**src/rtl/serial_frame_rx.sv**
```systemverilog
// Asynchronous serial frame receiver: start, 5 data bits (b1 first), parity, stop.
// Presents the last good frame as held, registered levels for the display stage.
module serial_frame_rx #(
    parameter int   CLKS_PER_BIT = 16,
    parameter logic IDLE_LEVEL   = 1'b1
) (
    input  logic clk,
    input  logic rst_n,
    input  logic rx_in,
    output logic b1,
    output logic b2,
    output logic b3,
    output logic b4,
    output logic b5,
    output logic b_par,
    output logic frame_valid,
    output logic frame_err,
    output logic busy
);
    localparam int H  = CLKS_PER_BIT / 2;
    localparam int CW = $clog2(CLKS_PER_BIT + 1);
    localparam logic [CW-1:0] HALF = CW'(H);
    localparam logic [CW-1:0] FULL = CW'(CLKS_PER_BIT);

    typedef enum logic [2:0] {IDLE, START, DATA, PARITY, STOP, WAIT_IDLE} state_t;

    state_t        state_q, state_d;
    logic [1:0]    sync_q, sync_d;
    logic [CW-1:0] cnt_q, cnt_d;
    logic [2:0]    bit_q, bit_d;
    logic [4:0]    shift_q, shift_d;
    logic          par_q, par_d;
    logic [5:0]    out_q, out_d;
    logic          valid_q, valid_d;
    logic          err_q, err_d;
    logic          rx_s;

    assign sync_d = {sync_q[0], rx_in};
    assign rx_s   = sync_q[1];

    // cnt_q counts cycles since the last sample point (or since t0), so a
    // sample is due when it reaches H in START and N in the later states.
    always_comb begin
        state_d = state_q;
        cnt_d   = cnt_q;
        bit_d   = bit_q;
        shift_d = shift_q;
        par_d   = par_q;
        out_d   = out_q;
        valid_d = 1'b0;
        err_d   = 1'b0;
        case (state_q)
            IDLE: begin
                if (rx_s != IDLE_LEVEL) begin
                    state_d = START;
                    cnt_d   = CW'(1);
                    bit_d   = 3'd0;
                end
            end
            START: begin
                if (cnt_q == HALF) begin
                    cnt_d   = CW'(1);
                    state_d = (rx_s == IDLE_LEVEL) ? IDLE : DATA;
                end else begin
                    cnt_d = cnt_q + CW'(1);
                end
            end
            DATA: begin
                if (cnt_q == FULL) begin
                    cnt_d   = CW'(1);
                    shift_d = {shift_q[3:0], rx_s};
                    if (bit_q == 3'd4) state_d = PARITY;
                    else               bit_d   = bit_q + 3'd1;
                end else begin
                    cnt_d = cnt_q + CW'(1);
                end
            end
            PARITY: begin
                if (cnt_q == FULL) begin
                    cnt_d   = CW'(1);
                    par_d   = rx_s;
                    state_d = STOP;
                end else begin
                    cnt_d = cnt_q + CW'(1);
                end
            end
            STOP: begin
                if (cnt_q == FULL) begin
                    cnt_d = CW'(1);
                    if (rx_s == IDLE_LEVEL) begin
                        out_d   = {shift_q, par_q};
                        valid_d = 1'b1;
                        state_d = IDLE;
                    end else begin
                        err_d   = 1'b1;
                        state_d = WAIT_IDLE;
                    end
                end else begin
                    cnt_d = cnt_q + CW'(1);
                end
            end
            WAIT_IDLE: begin
                // a line stuck at the start level must not retrigger a frame
                if (rx_s == IDLE_LEVEL) state_d = IDLE;
            end
            default: state_d = IDLE;
        endcase
    end

    always_ff @(posedge clk or negedge rst_n) begin
        if (!rst_n) begin
            state_q <= IDLE;
            sync_q  <= {2{IDLE_LEVEL}};
            cnt_q   <= '0;
            bit_q   <= '0;
            shift_q <= '0;
            par_q   <= 1'b0;
            out_q   <= '0;
            valid_q <= 1'b0;
            err_q   <= 1'b0;
        end else begin
            state_q <= state_d;
            sync_q  <= sync_d;
            cnt_q   <= cnt_d;
            bit_q   <= bit_d;
            shift_q <= shift_d;
            par_q   <= par_d;
            out_q   <= out_d;
            valid_q <= valid_d;
            err_q   <= err_d;
        end
    end

    assign {b1, b2, b3, b4, b5, b_par} = out_q;
    assign frame_valid = valid_q;
    assign frame_err   = err_q;
    assign busy        = (state_q != IDLE);
endmodule
```
**config.mk**
```make
export PLATFORM = sky130hd
export DESIGN_NAME = serial_frame_rx
export DESIGN_NICKNAME = d
export VERILOG_FILES = /design/src/rtl/serial_frame_rx.sv
export SDC_FILE = /design/constraint.sdc
export NUM_CORES = 1
export LEC_CHECK = 0
export ABC_CLOCK_PERIOD_IN_PS = 2100
export CAP_MARGIN = 20
export CORE_MARGIN = 8
export CORE_UTILIZATION = 40
export CTS_CLUSTER_DIAMETER = 200
export DETAILED_ROUTE_END_ITERATION = 16
export GPL_TIMING_DRIVEN = 0
export HOLD_SLACK_MARGIN = 0.08
export PLACE_DENSITY_LB_ADDON = 0.12
export SYNTH_ARGS = -nofsm -noshare
export SYNTH_HDL_FRONTEND = slang
export SYNTH_SLANG_ARGS = --single-unit
```
**constraint.sdc**
```tcl
create_clock -name clk -period 2.1 [get_ports clk]
set_input_delay 0.42 -clock clk [delete_from_list [all_inputs] [get_ports clk]]
set_output_delay 0.42 -clock clk [all_outputs]
set_load 0.02 [all_outputs]
```
==> out/results.ini <==
[die]
core_area_mm2 = 0.00328
io_pins = 12
num_rows = 21
die_width_um = 73.9
die_area_mm2 = 0.00546
start_util_pct = 40.8
dieHeight_um = 73.9

[sta]
timing.final.crit_period_ns = 2.02
worst_slew_margin_rel_pct = 65.4
report.final.slew_viol_count = 0
postLayoutSetupSlackWorst_ns = 0.0760
timing.final.hold_violations = 0
tightestPinTransition_ns = 0.517
hold_ws_ns = 0.369
fin_skew_ns = 0.00237
setup_tns_ns = 0
finalSetupViolCount = 0
rsz0062_at_grt = false
max_freq_mhz = 494
period_share_pct = 96.4

[drt]
totalWireLength_um = 2370
routedWlPerCell_um = 13.5
via_count = 884
total_iterations_of_the_first_detailed_routing_run = 4
route.detailed.vias_per_inst = 5.05
antenna_violating_nets_post_route = 0
drc_errors = 0
drtIter0Drc = 63

[worst_setup_path]
cp-startpoint = state_q[2]
rr_startpoint = sync_q[1]
critPathArrivalTime_ns = 1.60
endpoint_kind = primary output
rr_worst_depth = 5
rr_endpoint = cnt_q[2]
timing.critical_path.from_type = register
timing.reg2reg.setup_slack_ns = 0.27
required_time_at_the_endpoint_of_the_critical_path_ns = 1.68
critical_path.max_fanout = 10
criticalPathCategory = reg2out
critical_path.endpoint = busy

[grt]
grt_start_max_net_pins = 20
grt_first_pass_wirelength_um = 4270
grt_antenna_before_repair = 0
grtUsageTotal_pct = 10.1
global_route.overflow_total = 0
grt_pass1_vias = 924

[hold_path]
worstHoldPathType = reg2reg

[yosys]
synth_cell_type_count = 39
post_synth_fa_ha_maj_area_fraction_pct = 3.73
synth-compound-area-share_pct = 11.0
synth.cell_area_mm2 = 0.00134
synth_async_sr_flop_share_pct = 100
synth_warnings = 0
top_count_cell_post_synth = dfrtp_1
synth_flop_cell = dfrtp_1
yosys-top-cells-area = dfrtp_1 47%, mux2_2 10%, dfstp_2 3.9%
synth_top_cell_by_area = dfrtp_1
synth.cells.most_frequent = 25 x dfrtp_1, 12 x mux2_2, 8 x nor2_1, 6 x nand2_1
fraction_of_the_yosys_area_taken_by_sequential_cells_pct = 50.6
syn_avg_cell_area_um2 = 11.9
combinational_family_with_the_most_area_after_synthesis = simple AND/OR/NAND/NOR gates
synthesis_stage_register_bit_count = 27
share_of_the_synthesized_area_in_the_top_cell_type_pct = 46.7
synthesis.nets = 120
synth_simple_gate_area_share_pct = 16.4
synthesis.instances = 113
post_synth_xor_area_fraction_pct = 1.31
synth.mux.area_fraction_pct = 12.4
post_synth_edffs = 0

[power_and_ir_drop]
post-layout-total-power_mw = 1.26
cellPowerDensity_mw_per_mm2 = 806
static_leakage_nw = 0.733
max-vdd-ir-drop_mv = 0.295

[placed_design]
placedInstanceArea_mm2 = 0.00154
place.port_buffers = 11
routabilityCongestion = 0.770
place_worst_setup_slack_ns = 0.190
numPlacedInstances = 171
dpl.hpwl_um = 1810

[clock_tree]
clock_insertion_delay_at_the_later_pin_of_the_skew_report_ns = 0.32
clk_buf_depth = 2
cts_setup_buffers = 0
cts_root_buffer = clkbuf_4
clk_pin_slew_ns = 0.14
post_cts_hold_buffer_count = 0
post_cts_repair_resize_count = 1
cts_inserted_buffers = 3
tritoncts_num_sinks = 27
cts-htree-levels = 1
cts_tree = built

[final_layout]
final_design_area_no_fill_mm2 = 0.00156
final_util_pct = 47.5
layout-area-overhead-vs-synth_pct = 16.5
post_layout_nonfiller_instances = 175
number_of_nets_in_the_layout = 137
antenna_cells = 0
layout.filler_cells = 313
share_of_layout_cells_above_drive_strength_1_pct = 24.8

[status]
result_of_the_run = completed

[flow_run]
cap_viol_max_count = 0

[cell usage in the layout (no fill, tap or decap), drive strengths merged, types with 2 or more instances in the layout]
| cell type | Yosys | layout |
|---|---|---|
| mux2 | 13 | 13 |
| nand2 | 7 | 7 |
| xnor2 | 2 | 2 |
| o21ai | 6 | 6 |
| nor2 | 9 | 9 |
| inv | 5 | 5 |
| buf | 5 | 6 |
| nand3 | 6 | 6 |
| or3 | 2 | 2 |
| a22o | 4 | 4 |
| clkbuf | 1 | 5 |
| clkdlybuf4s50 | 0 | 10 |
| mux2i | 2 | 2 |
| dfrtp | 25 | 25 |
| ha | 4 | 4 |
| nand4 | 2 | 2 |
| nor3b | 2 | 2 |
| o2bb2ai | 2 | 2 |
| dfstp | 2 | 2 |
| a32o | 2 | 2 |
[worst max-delay path: stages, from the launching register on]
cell	delay (ns)
dfrtp_1	0.41
buf_2	0.18
or3_1	0.38
clkdlybuf4s15_1	0.31
[how the worst min path moves through the flow]
stage	slack [ns]	to	depth (start not counted)	startpoint
global route	0.37	sync_q[1]	0	sync_q[0]
finish	0.37	sync_q[1]	0	sync_q[0]
floorplan	0.12	bit_q[0]	0	rst_n
CTS	0.37	sync_q[1]	0	sync_q[0]
global placement	0.35	sync_q[1]	0	sync_q[0]
detailed placement	0.35	sync_q[1]	0	sync_q[0]
[cell families (layout without fill, tap and decap cells)]
logic type,after synthesis,after routing
multiplexers,15,15
adder cells (fa/ha/maj),4,4
buffers and inverters,11,27
flip-flops,27,27
AND/OR/NAND/NOR,35,35
AO/OA/AOI/OAI,19,19
XOR/XNOR,2,2
[report_power, final]
part           leakage, nW  switching (mW)  internal (mW)  total (mW)
Clock               0.0150           0.147         0.0743       0.222
Sequential           0.364          0.0420          0.568       0.610
Combinational        0.354           0.246          0.181       0.427
Total                0.733           0.436          0.823        1.26
[state kept, by name, summed over array words and instances, names as in the netlist]
register / flops
sync_q: 2
shift_q: 5
frame_valid: 1
cnt_q: 5
out_q: 6
par_q: 1
bit_q: 3
state_q: 3
frame_err: 1
[layout make-up]
cell class | count | area (um2) | share of cell area [%]
multi-input cells | 75 | 602 | 38.5
plain buffers | 6 | 41.3 | 2.64
repair buffers | 12 | 138 | 8.81
inverters | 5 | 18.8 | 1.20
flip-flops and latches | 27 | 678 | 43.4
clock buffers | 4 | 26.3 | 1.68
well taps | 46 | 57.6 | 3.69
[layer usage]
| layer | global-route usage, % | routed length (um) | vias up |
|---|---|---|---|
| li1 | - | - | 439 |
| met1 | 12.9 | 1080 | 434 |
| met2 | 16.0 | 1210 | 7 |
| met3 | 1.91 | 48 | 4 |
| met4 | 3.99 | 36 | 0 |
| met5 | 0 | 0 | - |
Note: power is estimated with default switching activity, not from simulation.
